--- config.mk ---
export PLATFORM = sky130hd
export DESIGN_NAME = mem_stage_lsu
export DESIGN_NICKNAME = d
export VERILOG_FILES = /design/src/rtl/mem_stage_lsu.sv
export SDC_FILE = /design/constraint.sdc
export NUM_CORES = 1
export LEC_CHECK = 0
export BUFFER_PORTS_ARGS = -buffer_cell sky130_fd_sc_hd__buf_2
export CORE_ASPECT_RATIO = 1.5
export CORE_MARGIN = 5
export CORE_UTILIZATION = 26
export DETAILED_ROUTE_END_ITERATION = 12
export GPL_ROUTABILITY_DRIVEN = 0
export PLACE_DENSITY = 0.56
export REMOVE_ABC_BUFFERS = 1
export SLEW_MARGIN = 0
export SYNTH_ARGS = -nofsm -noshare
export SYNTH_HDL_FRONTEND = slang
export SYNTH_SLANG_ARGS = --single-unit
export TNS_END_PERCENT = 100
--- constraint.sdc ---
create_clock -name clk -period 2.8 [get_ports clk]
set_clock_uncertainty 0.2 [all_clocks]
set_input_delay 0.28 -clock clk [delete_from_list [all_inputs] [get_ports clk]]
set_output_delay 0.28 -clock clk [all_outputs]
set_load 0.02 [all_outputs]
--- src/rtl/mem_stage_lsu.sv ---
// mem_stage_lsu
//
// MEM-stage load/store unit sitting directly after the EX/MEM pipeline
// register. It accepts one instruction at a time, aligns store data and byte
// strobes onto the 32-bit word lanes, issues a single request on the
// valid/ready data-memory port and waits for the response. Loads are then
// sign- or zero-extended. The finished instruction is offered to the MEM/WB
// register on a valid/ready handshake.
//
// Ports
//   clk, resetn        clock, synchronous active-low reset
//   in_valid/in_ready  EX/MEM handshake (in_ready drives EX/MEM Mready)
//   in_*               control bits, store mask, load opcode, store data,
//                      passthrough fields; in_alu_result is the address
//   mem_req_*          data-memory request (word-aligned address, lane-shifted
//                      data and strobes), held stable until mem_req_ready
//   mem_resp_*         read data or write acknowledge
//   out_valid/out_ready MEM/WB handshake
//   out_*              passthrough fields, extended load data, misaligned flag
module mem_stage_lsu #(
  parameter int DATA_W    = 32,
  parameter int REG_W     = 5,
  parameter int ROPCODE_W = 3,
  parameter int RSRC_W    = 2,
  parameter int WMASK_W   = 4
) (
  input  logic                 clk,
  input  logic                 resetn,

  input  logic                 in_valid,
  output logic                 in_ready,
  input  logic                 in_regwrite,
  input  logic                 in_memread,
  input  logic                 in_memwrite,
  input  logic                 in_csrwrite,
  input  logic [WMASK_W-1:0]   in_wmask,
  input  logic [ROPCODE_W-1:0] in_ropcode,
  input  logic [RSRC_W-1:0]    in_result_src,
  input  logic [DATA_W-1:0]    in_wdata,
  input  logic [DATA_W-1:0]    in_pcplus4,
  input  logic [DATA_W-1:0]    in_csrread,
  input  logic [DATA_W-1:0]    in_alu_result,
  input  logic [REG_W-1:0]     in_rd,

  output logic                 mem_req_valid,
  input  logic                 mem_req_ready,
  output logic                 mem_req_we,
  output logic [DATA_W-1:0]    mem_req_addr,
  output logic [DATA_W-1:0]    mem_req_wdata,
  output logic [WMASK_W-1:0]   mem_req_wstrb,
  input  logic                 mem_resp_valid,
  input  logic [DATA_W-1:0]    mem_resp_rdata,

  output logic                 out_valid,
  input  logic                 out_ready,
  output logic                 out_regwrite,
  output logic                 out_csrwrite,
  output logic [RSRC_W-1:0]    out_result_src,
  output logic [DATA_W-1:0]    out_alu_result,
  output logic [DATA_W-1:0]    out_pcplus4,
  output logic [DATA_W-1:0]    out_csrread,
  output logic [DATA_W-1:0]    out_load_data,
  output logic [REG_W-1:0]     out_rd,
  output logic                 out_misaligned
);

  typedef enum logic [1:0] {
    IDLE = 2'd0,
    REQ  = 2'd1,
    WAIT = 2'd2,
    DONE = 2'd3
  } state_t;

  localparam logic [ROPCODE_W-1:0] OP_LB  = ROPCODE_W'(0);
  localparam logic [ROPCODE_W-1:0] OP_LH  = ROPCODE_W'(1);
  localparam logic [ROPCODE_W-1:0] OP_LW  = ROPCODE_W'(2);
  localparam logic [ROPCODE_W-1:0] OP_LBU = ROPCODE_W'(4);
  localparam logic [ROPCODE_W-1:0] OP_LHU = ROPCODE_W'(5);

  localparam logic [WMASK_W-1:0] MASK_HALF = WMASK_W'(4'h3);
  localparam logic [WMASK_W-1:0] MASK_WORD = WMASK_W'(4'hF);

  state_t state_q, state_d;

  logic                 regwrite_q,   regwrite_d;
  logic                 csrwrite_q,   csrwrite_d;
  logic                 memread_q,    memread_d;
  logic                 misaligned_q, misaligned_d;
  logic [ROPCODE_W-1:0] ropcode_q,    ropcode_d;
  logic [RSRC_W-1:0]    result_src_q, result_src_d;
  logic [DATA_W-1:0]    alu_q,        alu_d;
  logic [DATA_W-1:0]    pcplus4_q,    pcplus4_d;
  logic [DATA_W-1:0]    csrread_q,    csrread_d;
  logic [REG_W-1:0]     rd_q,         rd_d;
  logic [DATA_W-1:0]    load_data_q,  load_data_d;

  logic                 req_valid_q,  req_valid_d;
  logic                 req_we_q,     req_we_d;
  logic [DATA_W-1:0]    req_addr_q,   req_addr_d;
  logic [DATA_W-1:0]    req_wdata_q,  req_wdata_d;
  logic [WMASK_W-1:0]   req_wstrb_q,  req_wstrb_d;

  logic                 out_valid_q,  out_valid_d;

  // Alignment checks on the incoming instruction. Load width comes from the
  // opcode, store width from the unshifted byte mask.
  logic [1:0] sh_in;
  logic       half_ld, word_ld, half_st, word_st;
  logic       misaligned_in;

  always_comb begin
    sh_in   = in_alu_result[1:0];
    half_ld = (in_ropcode == OP_LH) || (in_ropcode == OP_LHU);
    word_ld = (in_ropcode == OP_LW);
    half_st = (in_wmask == MASK_HALF);
    word_st = (in_wmask == MASK_WORD);
    misaligned_in =
      (in_memread  && ((half_ld && sh_in[0]) || (word_ld && (sh_in != 2'b00)))) ||
      (in_memwrite && ((half_st && sh_in[0]) || (word_st && (sh_in != 2'b00))));
  end

  // Load extraction: shift the addressed byte/half down to lane 0, then
  // extend according to the captured opcode. Unknown opcodes behave as LBU.
  logic [DATA_W-1:0] rshift;
  logic [DATA_W-1:0] load_ext;

  always_comb begin
    rshift = mem_resp_rdata >> {alu_q[1:0], 3'b000};
    unique case (ropcode_q)
      OP_LB:   load_ext = {{(DATA_W-8){rshift[7]}}, rshift[7:0]};
      OP_LH:   load_ext = {{(DATA_W-16){rshift[15]}}, rshift[15:0]};
      OP_LW:   load_ext = rshift;
      OP_LBU:  load_ext = {{(DATA_W-8){1'b0}}, rshift[7:0]};
      OP_LHU:  load_ext = {{(DATA_W-16){1'b0}}, rshift[15:0]};
      default: load_ext = {{(DATA_W-8){1'b0}}, rshift[7:0]};
    endcase
  end

  // Next-state logic. Request fields are loaded at capture time and cleared
  // once the memory takes them, so they read as zero outside REQ.
  always_comb begin
    state_d      = state_q;
    regwrite_d   = regwrite_q;
    csrwrite_d   = csrwrite_q;
    memread_d    = memread_q;
    misaligned_d = misaligned_q;
    ropcode_d    = ropcode_q;
    result_src_d = result_src_q;
    alu_d        = alu_q;
    pcplus4_d    = pcplus4_q;
    csrread_d    = csrread_q;
    rd_d         = rd_q;
    load_data_d  = load_data_q;
    req_valid_d  = req_valid_q;
    req_we_d     = req_we_q;
    req_addr_d   = req_addr_q;
    req_wdata_d  = req_wdata_q;
    req_wstrb_d  = req_wstrb_q;
    out_valid_d  = out_valid_q;

    unique case (state_q)
      IDLE: begin
        if (in_valid) begin
          // Misaligned accesses never reach memory and must not write back.
          regwrite_d   = in_regwrite & ~misaligned_in;
          csrwrite_d   = in_csrwrite & ~misaligned_in;
          memread_d    = in_memread;
          misaligned_d = misaligned_in;
          ropcode_d    = in_ropcode;
          result_src_d = in_result_src;
          alu_d        = in_alu_result;
          pcplus4_d    = in_pcplus4;
          csrread_d    = in_csrread;
          rd_d         = in_rd;
          load_data_d  = '0;
          if (misaligned_in) begin
            state_d     = DONE;
            out_valid_d = 1'b1;
          end else if (in_memread || in_memwrite) begin
            state_d     = REQ;
            req_valid_d = 1'b1;
            req_we_d    = in_memwrite;
            req_addr_d  = {in_alu_result[DATA_W-1:2], 2'b00};
            req_wdata_d = in_memwrite ? (in_wdata << {sh_in, 3'b000}) : '0;
            req_wstrb_d = in_memwrite ? WMASK_W'(in_wmask << sh_in) : '0;
          end else begin
            state_d     = DONE;
            out_valid_d = 1'b1;
          end
        end
      end
      REQ: begin
        if (mem_req_ready) begin
          state_d     = WAIT;
          req_valid_d = 1'b0;
          req_we_d    = 1'b0;
          req_addr_d  = '0;
          req_wdata_d = '0;
          req_wstrb_d = '0;
        end
      end
      WAIT: begin
        // Stores wait here too; their response is only an acknowledge.
        if (mem_resp_valid) begin
          if (memread_q) begin
            load_data_d = load_ext;
          end
          state_d     = DONE;
          out_valid_d = 1'b1;
        end
      end
      DONE: begin
        if (out_ready) begin
          state_d     = IDLE;
          out_valid_d = 1'b0;
        end
      end
      default: state_d = IDLE;
    endcase
  end

  // State and output registers. Reset abandons any outstanding request; a
  // late response then lands in IDLE and is ignored.
  always_ff @(posedge clk) begin
    if (!resetn) begin
      state_q      <= IDLE;
      regwrite_q   <= 1'b0;
      csrwrite_q   <= 1'b0;
      memread_q    <= 1'b0;
      misaligned_q <= 1'b0;
      ropcode_q    <= '0;
      result_src_q <= '0;
      alu_q        <= '0;
      pcplus4_q    <= '0;
      csrread_q    <= '0;
      rd_q         <= '0;
      load_data_q  <= '0;
      req_valid_q  <= 1'b0;
      req_we_q     <= 1'b0;
      req_addr_q   <= '0;
      req_wdata_q  <= '0;
      req_wstrb_q  <= '0;
      out_valid_q  <= 1'b0;
    end else begin
      state_q      <= state_d;
      regwrite_q   <= regwrite_d;
      csrwrite_q   <= csrwrite_d;
      memread_q    <= memread_d;
      misaligned_q <= misaligned_d;
      ropcode_q    <= ropcode_d;
      result_src_q <= result_src_d;
      alu_q        <= alu_d;
      pcplus4_q    <= pcplus4_d;
      csrread_q    <= csrread_d;
      rd_q         <= rd_d;
      load_data_q  <= load_data_d;
      req_valid_q  <= req_valid_d;
      req_we_q     <= req_we_d;
      req_addr_q   <= req_addr_d;
      req_wdata_q  <= req_wdata_d;
      req_wstrb_q  <= req_wstrb_d;
      out_valid_q  <= out_valid_d;
    end
  end

  assign in_ready       = (state_q == IDLE);

  assign mem_req_valid  = req_valid_q;
  assign mem_req_we     = req_we_q;
  assign mem_req_addr   = req_addr_q;
  assign mem_req_wdata  = req_wdata_q;
  assign mem_req_wstrb  = req_wstrb_q;

  assign out_valid      = out_valid_q;
  assign out_regwrite   = regwrite_q;
  assign out_csrwrite   = csrwrite_q;
  assign out_result_src = result_src_q;
  assign out_alu_result = alu_q;
  assign out_pcplus4    = pcplus4_q;
  assign out_csrread    = csrread_q;
  assign out_load_data  = load_data_q;
  assign out_rd         = rd_q;
  assign out_misaligned = misaligned_q;

endmodule

-- Word level (Yosys, flattened, before mapping)
Cells that the tools add are included.
- eq/ne operators: 19
- shift-type cells: 3
- muxes and demuxes: 43
- bitwise gates (word level): 3
- reductions and logical operators: 22
- operators by type and width (operator ; number):
    32-bit two-way mux ; 11
    32-bit case mux with 2 select lines ; 3
    32-bit case mux with 4 select lines ; 1
    32-bit by 5-bit << shifter with 32-bit output ; 1
    32-bit by 5-bit right shift with 32-bit output ; 1
    4-bit two-way mux ; 5
    1-bit two-way mux ; 12
    2-bit two-way mux ; 6
    2-bit inequality test, second input constant ; 6
    5-bit AND reduction ; 2
    2-bit case mux with 4 select lines ; 1
    4-bit case mux with 2 select lines ; 1
    4-bit AND reduction ; 2
    3-bit by 1-bit == test with 1-bit output, second input constant ; 2
    3-bit by 2-bit == test with 1-bit output, second input constant ; 2
    3-bit == test, second input constant ; 2
    1-bit logical AND ; 6
    2-bit nonzero test ; 3
    1-bit logical OR ; 5
    2-bit == test, second input constant ; 2
    4-bit by 2-bit == test with 1-bit output, second input constant ; 1
    4-bit == test, second input constant ; 1
    1-bit case mux with 2 select lines ; 2
    4-bit by 2-bit << shifter with 4-bit output ; 1
    10 further kinds ; 11
- register bits: 215
- input bits: 184
- logic and storage cells: 108

-- Longest topological paths before layout
Gate-level depths: netlist (run 1).
- word-level depth: 9
- mapped depth: 11

-- Least setup slack after synthesis (run 1)
Ideal clock, no wire load.
- path type: register to register
- start: reg state_q[0]
- end: reg load_data_q[22] (netlist: out_load_data[22])
- library setup time: 0.122 ns
- data arrival time: 2.043 ns
- path slack: 0.436 ns
- cell stages (with the launch flop): 11
- buffers on the path: 4
- period minus slack after synthesis: 2.364 ns
- cells stage by stage: dfxtp_1 > inv_1 > ha_1 > buf_6 > nor2b_4 > a211o_1 > buf_6 > and2_4 > buf_6 > buf_6 > a221o_1
- longest elaborated chain between the ends: 3
- ends and longest elaborated chain (item ; line ; text):
    from (decl) ; 83 ; state_t state_q, state_d;
    from (signal assigned) ; 245 ; state_q <= state_d;
    2-bit zero test (*) ; n/a ;
    named net in_ready ; 31 ; output logic in_ready,
    2-bit inequality test (no line) or 2-bit nonzero test (tied branches) ; n/a ;
    4-bit AND reduction (no line) ; n/a ;
    to (signal assigned) ; 256 ; load_data_q <= load_data_d;
    to (decl) ; 95 ; logic [DATA_W-1:0] load_data_q, load_data_d;
Mark *: on every way through the listed nets, which the timed path passes. The rest lies on a longest branch.
A chain may end at the register's enable or synchronous reset.

-- Worst setup path in the final report (run 1)
- start: reg state_q[0]
- end: reg req_addr_q[24] (netlist: mem_req_addr[24])
- longest elaborated chain between the ends: 3
- ends and longest elaborated chain (item ; line ; text):
    2-bit by 1-bit == test with 1-bit output or 2-bit zero test (tied branches) ; 161 ; unique case (state_q)
    2-bit inequality test (no line), or another cell as far along ; n/a ;
    5-bit AND reduction (no line) ; n/a ;
    to (signal assigned) ; 259 ; req_addr_q <= req_addr_d;
    to (decl) ; 99 ; logic [DATA_W-1:0] req_addr_q, req_addr_d;
Parallel ways exist; a longest one is shown, timed or not.

==> reports/metrics.yaml, run 1 <==
worstMarginPinSlew_ps: 611
fin_nets: 1716
clk_latency_ps: 510
ys_types: 54
power_frac_comb_pct: 35.1
netSwitchingFraction_pct: 36.0
grt_max_degree: 80
clk_pin_slew_ps: 60
end_kind: "flop"
via_per_inst: 4.65
worstPathCellList: "inv_1 > ha_1 > o21ai_0 > nor3_2 > and4_1 > buf_4 > a22o_1"
wire_per_inst_um: 16.9
die_area_um2: 37500
cts_tree: "yes"
cp_max_fo: 31
start_util_pct: 26.2
slew_headroom_pct: 59.2
period_share_pct: 89.1
whs_endpoint: "mem_req_wdata[25]"
p_sw_mw: 3.78
finalMaxSlewViolations: 0
reg2reg_to: "mem_req_addr[24]"
rr_worst_depth: 7
power_mw: 10.5
layout_common_cells: "buf_2, nand2_1, dfxtp_1"
drive_gt1_share_pct: 30.7
num_vias: 9135
clk_path_buf_depth: 3
io_buffers: 391
drc_errors: 0
tns_ps: 0
r2r_setup_slack_ps: 310
timing.rr.start: "state_q[0]"
dp_cells: 1772
cpMaxStageDelayCell: "ha_1"
synthesis.area_um2: 8750
p_leak_nw: 6.12
seqPwrFrac_pct: 35.7
crit_required_ps: 3040
post_cts_buffers: 0
drt_first_pass_iters: 7
clock_power_share_pct: 29.1
rows: 82
ys_seq_elements: 213
drv_cap: 0
layout.cells.non_filler: 1964
root_buffer: "clkbuf_16"
grt_pass1_vias: 9204
final-setup-viol-count: 0
cts_inserted_buffers: 23
min_path_cells: 5
hp-class: "primary input to flop"
synth-warning-count: 0
syn_area_per_cell_um2: 8.59
antenna_found_initial: 1
min-delay-start: "in_wdata[25]"
clkSinkCount: 213
status: "completed"
fillers: 3356
first_iter_violations: 572
peakVddDrop_mv: 0.397
grt_util_all_layers_pct: 16.8
io_pins: 394
crit_path_start_kind: "flop"
fin_crit_ps: 2490
max_freq_mhz: 401
rsz0062_at_grt: "no"
p_per_area_nw_per_um2: 786
postLayoutCoreUtil_pct: 40.1
syn_inst: 1018
die-height_um: 235
final_common_cell: "buf_2"
synth_edf_count: 0
intPower_mw: 6.72
async_flop_share_pct: 0
hpwlAfterDp_um: 23600
yosysSeqAreaShare_pct: 48.7
grt_pass1_wl_um: 52000
path_class: "flop to flop"
wl_um: 33100
slowest_delay_ps: 390
cts_max_level: 1
finalHoldViolations: 0
core_area_um2: 33300
arrival_ps: 2730
die_w_um: 160
area_growth_pct: 52.8
ys.flop_type: "dfxtp_1"
grt_overflow: 0
ant_nets: 0
## worst max-delay path: cells and delay by family (launching register included)
kind	cells	cell delay [ps]
compound gates	2	470
fa+ha+maj	1	390
buf+inv	2	440
flops	1	340
simple gates	2	550
## sequential cells by signal, summed over array words and instances, names as in the netlist, 2 cells and up
name	count
out_load_data	32
out_result_src	2
out_csrread	32
mem_req_addr	30
mem_req_wdata	32
out_alu_result	32
ropcode_q	3
out_pcplus4	32
state_q	2
out_rd	5
mem_req_wstrb	4
## synth_stat cells, types with 6 or more instances
library cell,instances,area [um^2]
buf_2,12,60.1
nor2_1,27,101
a221o_1,8,80.1
o21ai_0,11,55.1
nand2_1,326,1220
mux2_2,9,101
a21oi_1,118,591
o2bb2ai_1,8,70.1
dfxtp_1,213,4260
o21ai_1,8,40.0
a22o_1,31,272
a211o_1,8,70.1
o211ai_1,9,67.6
nor2b_1,11,68.8
buf_6,8,90.1
a32oi_1,15,131
and2_1,12,75.1
clkbuf_1,54,203
inv_1,6,22.5
mux2i_1,72,721
## cells by family after synthesis
logic type / after synthesis / share of synthesized area, %
compound gates: 228 / 16.9
xor+xnor: 1 / 0.100
fa+ha+maj: 4 / 0.572
buf+inv: 89 / 4.85
flops: 213 / 48.7
mux: 83 / 9.91
other cells: 1 / 0.0429
simple gates: 399 / 18.9
## per-layer routing
metal | vias to the layer above | part of all wire (%) | track usage [%]
li1 | 4488 | - | -
met1 | 4234 | 38 | 19.0
met2 | 319 | 51 | 30.3
met3 | 94 | 5.6 | 3.26
met4 | 0 | 4.8 | 7.89
met5 | - | 0 | 0
## how the worst max path moves through the flow
| stage | startpoint | end | slack [ps] |
|---|---|---|---|
| global route | state_q[1] | mem_req_addr[21] | 160 |
| detailed placement | state_q[0] | mem_req_addr[9] | 330 |
| finish | state_q[0] | mem_req_addr[24] | 310 |
| floorplan | resetn | mem_req_addr[10] | -980 |
| global placement | state_q[0] | mem_req_addr[16] | 470 |
| CTS | state_q[0] | mem_req_addr[24] | 310 |
## per-stage QoR
stage / area (um^2) / hold slack [ps] / setup slack (ps)
4_1_cts: 13400 / 2.97 / 308
2_1_floorplan: 8350 / 202 / -977
6_report: 13400 / 29.1 / 306
3_5_place_dp: 11100 / 243 / 327
3_3_place_gp: 11100 / 239 / 468
5_1_grt: 13400 / 39.1 / 157
## power groups by stage
stage	combinational [mW]	clock, mW	sequential (mW)
after floorplan	1.63	0	4.35
after global placement	3.52	0	3.81
after detailed placement	3.55	0	3.81
after CTS	3.73	3.17	3.75
after global routing	4.01	3.28	3.81
final	3.69	3.06	3.76
## layout make-up
type	count	area, um^2	area share, %
flip-flops and latches	213	4260	31.9
multi-input cells	717	4080	30.5
repair buffers	566	3710	27.8
clock buffers	35	681	5.09
well taps	420	526	3.93
clock inverters	5	77.6	0.580
inverters	7	28.8	0.215
diodes	1	2.50	0.0187
## repair_timing
action / 4_1_cts / 5_1_grt
resized for setup: 0 / 0
endpoints found under the hold margin: 186 / 0
hold buffers: 151 / 0
Power figures use the tool's default switching activity.
==> inputs of run 2 (changes only) <==
--- a/config.mk
+++ b/config.mk
@@ -6,7 +6,6 @@
 export NUM_CORES = 1
 export LEC_CHECK = 0
 export BUFFER_PORTS_ARGS = -buffer_cell sky130_fd_sc_hd__buf_2
-export CORE_ASPECT_RATIO = 1.5
 export CORE_MARGIN = 5
 export CORE_UTILIZATION = 26
 export DETAILED_ROUTE_END_ITERATION = 12
==> constraint.sdc (replaced) <==
create_clock -name clk -period 2.6 [get_ports clk]
set_clock_uncertainty 0.2 [all_clocks]
set_input_delay 0.26 -clock clk [delete_from_list [all_inputs] [get_ports clk]]
set_output_delay 0.26 -clock clk [all_outputs]
set_load 0.02 [all_outputs]
==> run 2 against run 1 <==
Cell count rose by 3.0%. Global-route usage fell by 0.10 points. Power rose by 11%. Critical endpoint is now mem_req_wdata[22]. Largest power group is now combinational cells.
==> reports/metrics.yaml, run 2 (synthesis gave the netlist of run 1 again) <==
fin_crit_ps: 2420
cts_tree: "yes"
drt_first_pass_iters: 4
end_kind: "flop"
ant_nets: 0
die_w_um: 193
grt_max_degree: 113
place_area_um2: 11100
clk_pin_slew_ps: 60
num_vias: 9189
hp-class: "primary input to flop"
die_area_um2: 37400
final_common_cell: "buf_2"
arrival_ps: 2680
grt_overflow: 0
max_freq_mhz: 413
status: "completed"
hpwlAfterDp_um: 22000
start_util_pct: 26.2
clk_path_buf_depth: 3
clk_latency_ps: 520
cts_max_level: 1
cts_inserted_buffers: 26
design_area_um2: 13800
root_buffer: "clkbuf_16"
p_sw_mw: 4.19
grt_pass1_wl_um: 52500
crit_required_ps: 2860
drc_errors: 0
crit_path_start_kind: "primary input"
post_cts_buffers: 0
antenna_found_initial: 0
core_area_um2: 33400
intPower_mw: 7.52
rsz0062_at_grt: "no"
first_iter_violations: 452
rows: 67
grt_pass1_vias: 9209
grt_util_all_layers_pct: 16.7
io_pins: 394
seqPwrFrac_pct: 34.4
slew_headroom_pct: 51.9
clkSinkCount: 213
final-setup-viol-count: 0
period_share_pct: 93.2
p_leak_nw: 6.30
clock_power_share_pct: 31.0
antennaDiodeCount: 0
drive_gt1_share_pct: 30.6
finalHoldViolations: 0
area_growth_pct: 57.6
fin_nets: 1745
layout_common_cells: "buf_2, nand2_1, dfxtp_1"
cp_max_fo: 29
io_buffers: 391
wire_per_inst_um: 16.3
finalMaxSlewViolations: 0
power_frac_comb_pct: 34.6
path_class: "primary input to flop"
die-height_um: 193
whs_ps: 22.4
via_per_inst: 4.54
wl_um: 32900
netSwitchingFraction_pct: 35.8
worstMarginPinSlew_ps: 719
peakVddDrop_mv: 0.532
p_per_area_nw_per_um2: 849
drv_cap: 0
==> run 2: through the flow <==
step / power [mW] / instances / TNS, ps / util (%) / setup slack, ps
6_report: 11.7 / 2023 / 0 / 41.3 / 176
5_1_grt: 12.4 / 2023 / 0 / 41.3 / 30.7
4_1_cts: 11.9 / 2023 / 0 / 41.3 / 32.6
3_5_place_dp: 7.95 / 1800 / 0 / 33.4 / 266
3_3_place_gp: 7.91 / 1800 / 0 / 33.4 / 338
2_1_floorplan: 6.44 / 937 / -137560 / - / -1160
==> run 2: routing by layer <==
metal | track usage, % | vias to the layer above | routed length [um]
li1 | - | 4548 | -
met4 | 4.27 | 0 | 796
met2 | 28.6 | 280 | 16000
met5 | 0 | - | 0
met3 | 3.22 | 51 | 1680
met1 | 21.8 | 4310 | 14500
==> run 2: repair_timing <==
item,in CTS,in global routing
endpoints found under the setup margin,0,4
hold buffers,177,0
endpoints found under the hold margin,207,0
gates resized for setup,0,2
==> run 2: power groups by stage <==
stage | sequential (mW) | combinational [mW] | clock (mW)
finish | 4.03 | 4.05 | 3.63
global placement | 4.08 | 3.83 | 0
detailed placement | 4.09 | 3.86 | 0
floorplan | 4.68 | 1.75 | 0
CTS | 4.03 | 4.09 | 3.77
global route | 4.09 | 4.39 | 3.90
==> run 2: final cells by class <==
| type | count | area (um^2) |
|---|---|---|
| multi-input combinational | 717 | 4080 |
| fill | 3374 | 19600 |
| sequential | 213 | 4260 |
| clock inverter | 10 | 106 |
| inverter | 7 | 28.8 |
| tap | 448 | 561 |
| timing repair buffer | 592 | 3990 |
| clock buffer | 36 | 759 |
==> run 2: worst paths after layout <==
check	start	end	slack, ps	cells past startpoint
worst max-delay path	in_alu_result[0]	mem_req_wdata[22]	180	10
worst min-delay path	in_wdata[16]	mem_req_wdata[24]	20	5
worst max register to register	state_q[0]	mem_req_wdata[23]	250	8
worst min register to register	out_regwrite	out_regwrite	250	2
==> run 2: critical path, stage by stage <==
cell and delay [ps]:
dlygate4sd3_1 520, buf_2 200, buf_6 300, nor2b_2 310
buf_4 210, nand2_1 60, o21ai_0 60, dlygate4sd3_1 570
nand2_1 50, mux2i_1 130
==> inputs of run 3 (changes only) <==
--- a/config.mk
+++ b/config.mk
@@ -6,11 +6,14 @@
 export NUM_CORES = 1
 export LEC_CHECK = 0
 export BUFFER_PORTS_ARGS = -buffer_cell sky130_fd_sc_hd__buf_2
+export CELL_PAD_IN_SITES_DETAIL_PLACEMENT = 2
+export CELL_PAD_IN_SITES_GLOBAL_PLACEMENT = 2
 export CORE_MARGIN = 5
 export CORE_UTILIZATION = 26
 export DETAILED_ROUTE_END_ITERATION = 12
 export GPL_ROUTABILITY_DRIVEN = 0
-export PLACE_DENSITY = 0.56
+export PLACE_DENSITY = 0.87
+export RECOVER_POWER = 25
 export REMOVE_ABC_BUFFERS = 1
 export SLEW_MARGIN = 0
 export SYNTH_ARGS = -nofsm -noshare
==> run 3 against run 2 <==
The flow now finishes with violations (negative hold slack). Cell count is 0.20% lower. Sequential power is 2% higher. Setup slack worse by 100 ps. Critical path type is now flop to flop. Largest cell class unchanged.
==> reports/metrics.yaml, run 3 (synthesis gave the netlist of run 1 again) <==
grt_pass1_vias: 11518
grt_max_degree: 82
grt_util_all_layers_pct: 24.7
ant_nets: 0
final_common_cell: "nand2_1"
cts_max_level: 1
whs_ps: -8.82
drc_errors: 0
hpwlAfterDp_um: 28100
end_kind: "flop"
root_buffer: "clkbuf_16"
cp_max_fo: 36
max_freq_mhz: 396
crit_path_start_kind: "flop"
clk_pin_slew_ps: 70
arrival_ps: 2770
grt_overflow: 0
cts_tree: "yes"
antenna_found_initial: 6
design_area_um2: 13600
violations: "negative hold slack"
core_area_um2: 33400
wl_um: 48200
path_class: "flop to flop"
fin_crit_ps: 2530
die-height_um: 193
post_cts_buffers: 0
grt_pass1_wl_um: 73600
tns_ps: 0
crit_required_ps: 2840
cts_inserted_buffers: 27
p_leak_nw: 5.86
finalMaxSlewViolations: 0
period_share_pct: 97.1
drv_cap: 0
hp-class: "primary input to flop"
finalHoldViolations: 1
p_per_area_nw_per_um2: 911
power_mw: 12.4
peakVddDrop_mv: 0.576
die_area_um2: 37400
layout.cells.non_filler: 2019
via_per_inst: 4.94
clkSinkCount: 213
final-setup-viol-count: 0
fillers: 3768
area_growth_pct: 55.8
place_area_um2: 11200
io_buffers: 391
start_util_pct: 26.2
io_pins: 394
first_iter_violations: 283
clk_latency_ps: 540
slew_headroom_pct: 42.6
dp_cells: 1804
layout_common_cells: "nand2_1, buf_2, dfxtp_1"
drt_first_pass_iters: 4
worstMarginPinSlew_ps: 859
wire_per_inst_um: 23.9
status: "finished, violations left"
num_vias: 9972
rows: 67
fin_nets: 1734
drive_gt1_share_pct: 24.7
clk_path_buf_depth: 3
die_w_um: 193
## run 3: changes by cell type in the layout (fill, tap and decap cells not counted), moves of 4 or more
cell           before  now
clkbuf_1            4  108
diode_2             0    5
clkbuf_8            5   10
dlygate4sd3_1     177  161
buf_2             391  286
buf_4              17   21
## run 3: cell type report
| class | instances | area [um^2] | area share (%) |
|---|---|---|---|
| Timing Repair Buffer | 580 | 3730 | 27.4 |
| Multi-Input combinational cell | 717 | 4100 | 30.1 |
| Antenna cell | 5 | 12.5 | 0.0918 |
| Tap cell | 448 | 561 | 4.11 |
| Clock inverter | 9 | 101 | 0.744 |
| Inverter | 7 | 28.8 | 0.211 |
| Clock buffer | 40 | 825 | 6.05 |
| Sequential cell | 213 | 4260 | 31.3 |
## run 3: repair_timing
item / 4_1_cts / 5_1_grt
resized for setup: 0 / 5
endpoints found under the hold margin: 194 / 0
hold buffers: 161 / 0
endpoints found under the setup margin: 0 / 67
## run 3: stage by stage
| stage | utilization (%) | setup WS [ps] |
|---|---|---|
| 2_1_floorplan | - | -1160 |
| 3_3_place_gp | 33.5 | 253 |
| 3_5_place_dp | 33.5 | 116 |
| 4_1_cts | 41.1 | 77.8 |
| 5_1_grt | 40.8 | -7.77 |
| 6_report | 40.8 | 74.5 |
## run 3: critical path, stage by stage (launching register included)
cell and delay (ps):
dfxtp_1 350, inv_1 100, ha_2 330, o21ai_0 280, nor4_4 370, or2_2 200
buf_12 260, mux2i_1 320
## run 3: path summary, 6_finish.rpt
path	from	to	slack, ps	cells after the start
min	mem_resp_rdata[13]	out_load_data[5]	-9	5
max reg2reg	state_q[1]	mem_req_wdata[19]	70	7
min reg2reg	out_regwrite	out_regwrite	260	2
max	state_q[1]	mem_req_wdata[19]	70	7
## run 3: where the power goes
group          total (mW)  switching [mW]  internal, mW  leakage (nW)
Clock                3.96            1.57          2.38         0.461
Combinational        4.34            2.88          1.46          3.66
Sequential           4.12           0.349          3.77          1.74
## run 3: per-layer routing
layer | global-route usage, % | up-vias | routed length [um]
met2 | 46.4 | 349 | 25500
met1 | 25.8 | 4948 | 17900
met4 | 13.0 | 2 | 2740
met3 | 4.92 | 143 | 2070
met5 | 0 | - | 11
li1 | - | 4530 | -
